<file path="src/rtl/trisc_pkg.sv">
`default_nettype none
// ============================================================================
//  Module   : trisc_pkg
//  Brief    : Shared constants and opcode encoding for the TRISC datapath.
//  Revision : 1.0  initial release
// ============================================================================
package trisc_pkg;

    // Default widths; an instruction is {opcode[3:0], addr[ADDR_W-1:0]}
    localparam int c_DATA_W_DFLT = 8;
    localparam int c_ADDR_W_DFLT = 4;
    localparam int c_OPCODE_W    = 4;
    localparam int c_NUM_DECODE  = 11;

    // Opcodes with defined behaviour; 3, 4, 8, 9, 10 decode but are reserved
    typedef enum logic [c_OPCODE_W-1:0] {
        OP_LDA = 4'd0,
        OP_STA = 4'd1,
        OP_ADD = 4'd2,
        OP_INC = 4'd5,
        OP_CLR = 4'd6,
        OP_JMP = 4'd7
    } opcode_e;

endpackage : trisc_pkg
`default_nettype wire

</file>
<file path="src/rtl/trisc_datapath_if.sv">
`default_nettype none
// ============================================================================
//  Module   : trisc_datapath_if
//  Brief    : Synchronous memory port between TRISC datapath and memory.
//  Revision : 1.0  initial release
// ============================================================================
interface trisc_datapath_if #(
    parameter int DATA_W = 8,
    parameter int ADDR_W = 4
);
    logic [ADDR_W-1:0] mem_addr;
    logic [DATA_W-1:0] mem_wdata;
    logic [DATA_W-1:0] mem_rdata;
    logic              mem_re;
    logic              mem_we;

    // Datapath side drives address/controls, consumes read data
    modport master (
        output mem_addr,
        output mem_wdata,
        output mem_re,
        output mem_we,
        input  mem_rdata
    );

    // Memory side
    modport slave (
        input  mem_addr,
        input  mem_wdata,
        input  mem_re,
        input  mem_we,
        output mem_rdata
    );
endinterface : trisc_datapath_if
`default_nettype wire

</file>
<file path="src/rtl/trisc_opdecode.sv">
`default_nettype none
// ============================================================================
//  Module   : trisc_opdecode
//  Brief    : 4-bit opcode to 11-bit one-hot decode; opcodes 11..15 give 0.
//  Revision : 1.0  initial release
// ============================================================================
module trisc_opdecode
    import trisc_pkg::*;
(
    input  logic [c_OPCODE_W-1:0]   i_opcode,
    output logic [c_NUM_DECODE-1:0] o_d
);

    // One comparator per decoded opcode
    for (genvar i = 0; i < c_NUM_DECODE; i++) begin : g_dec
        assign o_d[i] = (i_opcode == c_OPCODE_W'(i));
    end

endmodule : trisc_opdecode
`default_nettype wire

</file>
<file path="src/rtl/trisc_datapath.sv">
`default_nettype none
// ============================================================================
//  Module   : trisc_datapath
//  Brief    : TRISC register datapath (PC, IR, AC, B, carry) steered by the
//             controller strobes; returns one-hot opcode decode.
//  Revision : 1.0  initial release
// ============================================================================
module trisc_datapath
    import trisc_pkg::*;
#(
    parameter int DATA_W = c_DATA_W_DFLT,
    parameter int ADDR_W = c_ADDR_W_DFLT
)(
    input  logic              Clock,
    input  logic              reset,
    input  logic              c0,
    input  logic              c1,
    input  logic              c2,
    input  logic              c3,
    input  logic              c4,
    input  logic              c5,
    input  logic              c7,
    input  logic              c8,
    input  logic              c9,
    input  logic              c10,
    input  logic              c11,
    input  logic              c12,
    input  logic              c13,
    input  logic              c14,
    input  logic              c15,
    output logic              d0,
    output logic              d1,
    output logic              d2,
    output logic              d3,
    output logic              d4,
    output logic              d5,
    output logic              d6,
    output logic              d7,
    output logic              d8,
    output logic              d9,
    output logic              d10,
    trisc_datapath_if.master  mem,
    output logic [ADDR_W-1:0] pc_out,
    output logic [DATA_W-1:0] acc_out,
    output logic              carry
);

    logic [ADDR_W-1:0]       r_pc;
    logic [DATA_W-1:0]       r_ir;
    logic [DATA_W-1:0]       r_ac;
    logic [DATA_W-1:0]       r_b;
    logic                    r_carry;
    logic [DATA_W:0]         w_sum;
    logic [c_NUM_DECODE-1:0] w_d;

    // Reserved strobes carry no function in this revision
    logic w_unused;
    assign w_unused = &{1'b0, c12, c13, c15};

    // Program counter: clear beats jump beats increment
    always_ff @(posedge Clock or negedge reset) begin
        if (!reset)
            r_pc <= '0;
        else if (c0)
            r_pc <= '0;
        else if (c1)
            r_pc <= r_ir[ADDR_W-1:0];
        else if (c7)
            r_pc <= r_pc + ADDR_W'(1);
    end

    // Instruction register loads from the memory read data
    always_ff @(posedge Clock or negedge reset) begin
        if (!reset)
            r_ir <= '0;
        else if (c2)
            r_ir <= mem.mem_rdata;
    end

    // ALU operand register loads from the memory read data
    always_ff @(posedge Clock or negedge reset) begin
        if (!reset)
            r_b <= '0;
        else if (c14)
            r_b <= mem.mem_rdata;
    end

    // Full-width add so the carry-out lands in the top bit
    assign w_sum = {1'b0, r_ac} + {1'b0, r_b};

    // Accumulator and carry: CLR beats INC beats ADD/LDA; c10 alone does nothing
    always_ff @(posedge Clock or negedge reset) begin
        if (!reset) begin
            r_ac    <= '0;
            r_carry <= 1'b0;
        end else if (c8) begin
            r_ac    <= '0;
            r_carry <= 1'b0;
        end else if (c9) begin
            r_ac    <= r_ac + DATA_W'(1);
        end else if (c11 && c10) begin
            r_ac    <= w_sum[DATA_W-1:0];
            r_carry <= w_sum[DATA_W];
        end else if (c11) begin
            r_ac    <= mem.mem_rdata;
        end
    end

    trisc_opdecode u_opdecode (
        .i_opcode (r_ir[DATA_W-1 -: c_OPCODE_W]),
        .o_d      (w_d)
    );

    assign {d10, d9, d8, d7, d6, d5, d4, d3, d2, d1, d0} = w_d;

    // Operand address during execute, program counter otherwise
    assign mem.mem_addr  = c3 ? r_ir[ADDR_W-1:0] : r_pc;
    assign mem.mem_wdata = r_ac;
    assign mem.mem_re    = c4;
    assign mem.mem_we    = c5;

    assign pc_out  = r_pc;
    assign acc_out = r_ac;
    assign carry   = r_carry;

endmodule : trisc_datapath
`default_nettype wire

</file>
<file path="src/flat_wrapper.sv">
// flat-port wrapper written by rule: the top's interface ports become plain ports
module trisc_datapath_flat import trisc_pkg::*;
#(
    parameter int DATA_W = c_DATA_W_DFLT,
    parameter int ADDR_W = c_ADDR_W_DFLT
)
  (Clock, reset, c0, c1, c2, c3, c4, c5, c7, c8, c9, c10, c11, c12, c13, c14, c15, d0, d1, d2, d3, d4, d5, d6, d7, d8, d9, d10, pc_out, acc_out, carry, mem_mem_addr, mem_mem_wdata, mem_mem_re, mem_mem_we, mem_mem_rdata);
  trisc_datapath_if #(.DATA_W(DATA_W), .ADDR_W(ADDR_W)) mem_i ();
  input  logic Clock;
  input  logic reset;
  input  logic c0;
  input  logic c1;
  input  logic c2;
  input  logic c3;
  input  logic c4;
  input  logic c5;
  input  logic c7;
  input  logic c8;
  input  logic c9;
  input  logic c10;
  input  logic c11;
  input  logic c12;
  input  logic c13;
  input  logic c14;
  input  logic c15;
  output logic d0;
  output logic d1;
  output logic d2;
  output logic d3;
  output logic d4;
  output logic d5;
  output logic d6;
  output logic d7;
  output logic d8;
  output logic d9;
  output logic d10;
  output logic [ADDR_W-1:0] pc_out;
  output logic [DATA_W-1:0] acc_out;
  output logic carry;
  output wire logic [$bits(mem_i.mem_addr)-1:0] mem_mem_addr;
  output wire logic [$bits(mem_i.mem_wdata)-1:0] mem_mem_wdata;
  output wire logic [$bits(mem_i.mem_re)-1:0] mem_mem_re;
  output wire logic [$bits(mem_i.mem_we)-1:0] mem_mem_we;
  input wire logic [$bits(mem_i.mem_rdata)-1:0] mem_mem_rdata;
  assign mem_mem_addr = mem_i.mem_addr;
  assign mem_mem_wdata = mem_i.mem_wdata;
  assign mem_mem_re = mem_i.mem_re;
  assign mem_mem_we = mem_i.mem_we;
  assign mem_i.mem_rdata = mem_mem_rdata;
  trisc_datapath #(.DATA_W(DATA_W), .ADDR_W(ADDR_W)) u_core (.Clock(Clock), .reset(reset), .c0(c0), .c1(c1), .c2(c2), .c3(c3), .c4(c4), .c5(c5), .c7(c7), .c8(c8), .c9(c9), .c10(c10), .c11(c11), .c12(c12), .c13(c13), .c14(c14), .c15(c15), .d0(d0), .d1(d1), .d2(d2), .d3(d3), .d4(d4), .d5(d5), .d6(d6), .d7(d7), .d8(d8), .d9(d9), .d10(d10), .mem(mem_i), .pc_out(pc_out), .acc_out(acc_out), .carry(carry));
endmodule
</file>
<file path="config.mk">
export PLATFORM = sky130hd
export DESIGN_NAME = trisc_datapath_flat
export DESIGN_NICKNAME = d
export VERILOG_FILES = /design/src/rtl/trisc_pkg.sv /design/src/rtl/trisc_datapath_if.sv /design/src/rtl/trisc_opdecode.sv /design/src/rtl/trisc_datapath.sv /design/src/flat_wrapper.sv
export SDC_FILE = /design/constraint.sdc
export NUM_CORES = 1
export LEC_CHECK = 0
export ABC_AREA = 1
export CAP_MARGIN = 10
export CORE_ASPECT_RATIO = 0.75
export CORE_MARGIN = 5
export CORE_UTILIZATION = 40
export CTS_CLUSTER_SIZE = 16
export DETAILED_ROUTE_END_ITERATION = 7
export PLACE_DENSITY = 0.75
export SYNTH_ARGS = -nofsm -noshare
export SYNTH_HDL_FRONTEND = slang
export SYNTH_SLANG_ARGS = --single-unit
</file>
<file path="constraint.sdc">
create_clock -name Clock -period 2.4 [get_ports Clock]
set_input_delay 0.36 -clock Clock [delete_from_list [all_inputs] [get_ports Clock]]
set_output_delay 0.36 -clock Clock [all_outputs]
set_load 0.01 [all_outputs]
</file>
==> results of run 1 <==
registers in the layout (all words and copies together), names as in the netlist:
name and flops:
u_core.carry 1, u_core.r_b 8, u_core.r_ir 8, u_core.acc_out 8
u_core.pc_out 4
cell type report:
class	instances	area, sq um
fillers	491	2217
multi-input cells	201	1060
flip-flops and latches	29	725.7
repair buffers	57	565.5
inverters	36	140.1
clock buffers	7	86.33
well taps	60	75.07
clock inverters	1	30.03
logic make-up after synthesis:
group                      count (synthesis)  synth area share, %
and+or+nand+nor                          139                29.26
buffers and inverters                     50                11.53
AOI/OAI and AO/OA                         40                10.29
DFF                                       29                35.96
adders and majority gates                 11                7.192
muxes                                      8                4.464
xor gates and xnor gates                   3                1.302
worst max path at each step:
stage | startpoint | to | slack [ns] | cells after the start
final | c3 | mem_mem_addr[2] | 0.39 | 4
after detailed placement | c3 | mem_mem_addr[2] | 0.38 | 4
after CTS | c3 | mem_mem_addr[2] | 0.38 | 4
after global routing | u_core.acc_out[0] | u_core.carry | 0.23 | 12
after global placement | c3 | mem_mem_addr[0] | 0.39 | 4
after floorplan | u_core.acc_out[0] | u_core.carry | 0.65 | 12
routing by layer:
metal | global-route usage (%) | part of all wire, %
met1 | 21.27 | 47
met5 | 0 | 0
met2 | 24.60 | 47
met3 | 3.253 | 4.9
met4 | 6.590 | 1.1
cells in the mapped netlist, types with 5 or more instances:
| cell type | instances |
|---|---|
| buf_4 | 10 |
| ha_1 | 10 |
| inv_1 | 33 |
| o21ai_1 | 5 |
| a21oi_1 | 12 |
| dfrtp_1 | 29 |
| nand3_1 | 17 |
| nor2_1 | 27 |
| nor3_1 | 7 |
| mux2_2 | 8 |
| o21ai_0 | 19 |
| nand2_1 | 80 |
worst reg2reg max path: stages, from the launching register on:
cell and delay (ns):
dfrtp_1 0.45, ha_1 0.26, fa_1 0.39, nand2_1 0.11, nand2_1 0.10, nand3b_1 0.14, nand2_1 0.06, nand2_1 0.07
nand2_1 0.06, nand2_1 0.05, nand2_1 0.08, nand2_1 0.07, inv_1 0.04
power by group:
group          internal (mW)  switching, mW  total, mW
registers              0.535         0.0493      0.585
logic                  0.226          0.236      0.462
clock network          0.338          0.189      0.527
==> results.tsv, run 1 <==
metric	value	unit
Rel. slew slack	68.42	%
largest net degree at the start of global routing	30	
Area after DPL	0.002566	sq mm
Final HPWL DP	3.883	mm
WP data arrival	1.65	ns
Cell Area, Synth	0.002018	sq mm
DR vias	1891	
gr usage total	15.71	%
Main synth FF type	dfrtp_1	
cell count after placement	383	
total power	1.574	mW
Synth warnings	0	
crit path max fanout	8	
Final Setup Violations	0	
MaxCap Viol Count	0	
clock skew	0.006443	ns
commonest non-fill, non-tap cells in the layout	nand2_1 (80), clkdlybuf4s50_1 (55), inv_1 (33)	
Max VDD drop	311.1	uV
fin cells	391	
first-pass GRT wire length	8.328	mm
GRT overflow	0	
Crit path max-delay family	buffers and inverters	
share of layout cells above drive strength 1	7.553	%
Routability Congestion	0.8659	
biggest area consumer among synthesized cells	dfrtp_1	
RR Startpoint	u_core.acc_out[0]	
vias in the first global route	1829	
Reg clk slew, reported paths	0.07	ns
Clock Latency Late Sink	0.29	ns
Antenna Nets Post-Route	0	
I/O Buffers	55	
main area contributors after synthesis	dfrtp_1 (36%), nand2_1 (15%), ha_1 (6.2%), inv_1 (6.1%), nor2_1 (5.0%)	
final setup TNS	0	ns
fin crit share	83.93	%
actual slew at the worst max-slew pin	0.4723	ns
asr flop ratio synth	100.0	%
Resize count post-CTS	0	
Avg Inst Size Synth	7.208	sq um
Post-synth EDFFs	0	
Core Util, Final	54.75	%
Routed WL	4.906	mm
Top Ports	63	
Mapped Cells	280	
Pwr Density	586.7	mW/mm^2
reg-to-reg slack, setup	0.41	ns
die area	0.006581	sq mm
nature of the critical path endpoint	output pin	
min Tclk post-route	2.014	ns
FMAX	0.4965	GHz
Die W	92.02	um
critical path cell sequence	clkdlybuf4s50_1 -> nand2_1 -> o21ai_0 -> clkdlybuf4s50_1	
final instance area	0.002683	sq mm
CP max stage delay	0.59	ns
Leakage Power	1.284	nW
DR vias/cell	4.836	
pre-CTS WS	0.3789	ns
CP Launch Type	primary input	
final setup margin	0.3857	ns
Core Box Area	0.004900	sq mm
TritonCTS Buffers	5	
most used cell, CP	clkdlybuf4s50_1	
syn nets	316	
CTS tree	done	
DR WL/cell	12.55	um
ant diodes	0	
Die Ht	71.52	um
root buffer cell	clkbuf_8	
Yosys cell types	25	
WS Path Type	primary input to output pin	
R2R Path End	u_core.carry	
final slew viol count	0	
Final Hold Fails	0	
most common cell after layout, fill and taps aside	nand2_1	
CTS Buffer Depth	2	
Net count, final	366	
worst hold path class	primary input to asynchronous set/reset pin	
CTS Hold Bufs	0	
unrepaired setup endpoints after global routing	false	
Starting DRT DRC Count	75	
Initial Util	41.19	%
Post-CTS Setup Inserts	0	
Seq/Total Area, Yosys	35.96	%
Area growth, synth to finish	32.92	%
H-Tree Level Count	2	
Clock Sinks	29	
outcome	finished, final reports clean	
cell row count	22	
Worst Path Required	2.04	ns
FF+latch count, synth	29	
top-area cell type share of the netlist area	35.96	%
Bufs and invs on worst path	2	
Pre-antenna DRT Iters	4	
hold_ws	0.4585	ns
residual DRC count	0	
initial antenna violation count	0	
CP max-delay cell	clkdlybuf4s50_1	
r2r worst-path depth	12	
Note: power is estimated with default switching activity, not from simulation.
==> run 2: changes to the inputs <==
- clock period: 2.4 -> 1.9 ns (I/O delays scaled with it)
==> results.tsv, run 2 (synthesis results as in run 1) <==
metric	value	unit	change
outcome	finished, final reports clean		
CTS Buffer Depth	2		unchanged
Die Ht	71.52	um	unchanged
Fillers	465		-5.3%
share of layout cells above drive strength 1	10.68	%	+3.1 points
R2R Path End	u_core.carry		
Pre-antenna DRT Iters	4		unchanged
min Tclk post-route	1.890	ns	
I/O Buffers	55		unchanged
Clock Sinks	29		unchanged
Routability Congestion	0.8873		+2.5%
Rel. slew slack	64.38	%	-4.0 points
vias in the first global route	1772		-3.1%
most common cell after layout, fill and taps aside	nand2_1		
Leakage Power	1.377	nW	+7.3%
commonest non-fill, non-tap cells in the layout	nand2_1 (78), clkdlybuf4s50_1 (50), inv_1 (31)		
largest net degree at the start of global routing	30		unchanged
FMAX	0.5291	GHz	
Max VDD drop	479.3	uV	+54%
Final Setup Violations	0		unchanged
WP data arrival	1.60	ns	-0.05 ns
CP Launch Type	flop		
CP max-delay cell	clkdlybuf4s50_1		
DR WL/cell	12.87	um	+2.6%
die area	0.006581	sq mm	unchanged
CTS Hold Bufs	0		unchanged
root buffer cell	clkbuf_8		
reg-to-reg slack, setup	0.13	ns	-0.28 ns
GRT overflow	0		unchanged
Core Box Area	0.004900	sq mm	unchanged
critical path cell sequence	inv_2 -> nand2_1 -> nor2_1 -> clkdlybuf4s50_1		
Area growth, synth to finish	34.47	%	
cell row count	22		unchanged
CP max stage delay	0.58	ns	about the same
initial antenna violation count	0		unchanged
Starting DRT DRC Count	93		+24%
nature of the critical path endpoint	output pin		
crit path max fanout	5		-3
clock skew	0.004258	ns	-0.002185 ns
Initial Util	41.19	%	unchanged
Clock Latency Late Sink	0.28	ns	about the same
Final Hold Fails	0		unchanged
Worst Path Required	1.62	ns	-0.42 ns
DR vias	1970		+4.2%
Pwr Density	677.2	mW/mm^2	+15%
Crit. Startpoint	u_core.r_ir[4]		
Die W	92.02	um	unchanged
WS Path Type	flop to output pin		
RR Startpoint	u_core.acc_out[0]		
actual slew at the worst max-slew pin	0.5326	ns	+0.06029 ns
Net count, final	372		+1.6%
MaxCap Viol Count	0		unchanged
TritonCTS Buffers	5		unchanged
H-Tree Level Count	2		unchanged
residual DRC count	0		unchanged
final setup margin	0.01002	ns	-0.3757 ns
Antenna Nets Post-Route	0		unchanged
CTS tree	done		
Reg clk slew, reported paths	0.06	ns	about the same
Top Ports	63		unchanged
r2r worst-path depth	12		unchanged
pre-CTS WS	0.03756	ns	-0.3413 ns
first-pass GRT wire length	8.411	mm	+1.0%
Critical Path Sink	d2		
Routed WL	5.110	mm	+4.2%
final slew viol count	0		unchanged
ant diodes	0		unchanged
gr usage total	16.01	%	+0.29 points
Final HPWL DP	4.049	mm	+4.3%
Core Util, Final	55.39	%	+0.64 points
fin crit share	99.47	%	
worst hold path class	primary input to asynchronous set/reset pin		
DR vias/cell	4.962		+2.6%
-- run 2: routing by layer --
| layer | wire [um] | global-route usage, % | vias to the layer above |
|---|---|---|---|
| met2 | 2384 | 24.60 | 57 |
| met5 | 0 | 0 | - |
| met4 | 55 | 6.260 | 0 |
| li1 | - | - | 1001 |
| met3 | 310 | 3.778 | 5 |
| met1 | 2360 | 21.95 | 907 |
-- run 2: power by group --
part           total (mW)  switching (mW)  internal [mW]
Sequential          0.732          0.0553          0.676
Clock               0.488           0.235          0.253
Combinational       0.618           0.318          0.300
Total                1.84           0.608           1.23
-- run 2: area by class of cell --
type	count	area, sq um	share of cell area, %
sequential	29	725.7	26.74
clock buffer	6	72.57	2.674
multi-input combinational	201	1067	39.33
clock inverter	2	10.01	0.3688
timing repair buffer	63	623.1	22.96
inverter	36	140.1	5.164
tap	60	75.07	2.766
-- run 2: per-stage QoR --
stage | cells | hold WS (ns) | setup TNS [ns] | instance area, sq um | power [mW]
2_1_floorplan | 280 | -0.01059 | 0 | 2018 | 1.093
3_3_place_gp | 389 | 0.4993 | 0 | 2611 | 1.333
3_5_place_dp | 389 | 0.5025 | 0 | 2611 | 1.353
4_1_cts | 397 | 0.3898 | 0 | 2694 | 1.856
5_1_grt | 397 | 0.4281 | -0.03139 | 2714 | 1.960
6_report | 397 | 0.3856 | 0 | 2714 | 1.838
-- run 2: worst max-delay path, delay by kind of cell, from the launching register on --
family | cells | cell delay (ns)
AND/OR/NAND/NOR | 2 | 0.26
flip-flops | 1 | 0.38
buffers and inverters | 2 | 0.68
-- run 2: worst min path at each step --
stage | from | to | slack (ns) | cells past startpoint
after floorplan | reset | u_core.acc_out[0] | -0.01 | 0
after global placement | u_core.r_b[5] | u_core.r_b[5] | 0.50 | 1
after detailed placement | u_core.r_b[3] | u_core.r_b[3] | 0.50 | 1
after CTS | reset | u_core.pc_out[2] | 0.39 | 2
after global routing | reset | u_core.pc_out[2] | 0.43 | 2
final | reset | u_core.pc_out[2] | 0.39 | 2
-- run 2: what timing repair did --
| action | in CTS | in global routing |
|---|---|---|
| setup buffers | 0 | 0 |
| setup endpoints to repair | 0 | 16 |
| resized for setup | 0 | 11 |
==> run 3: changes to the inputs <==
- CTS_CLUSTER_DIAMETER: default -> 30
==> results of run 3 <==
Same layout as run 2: the final DEF is identical, and so are final timing and power.
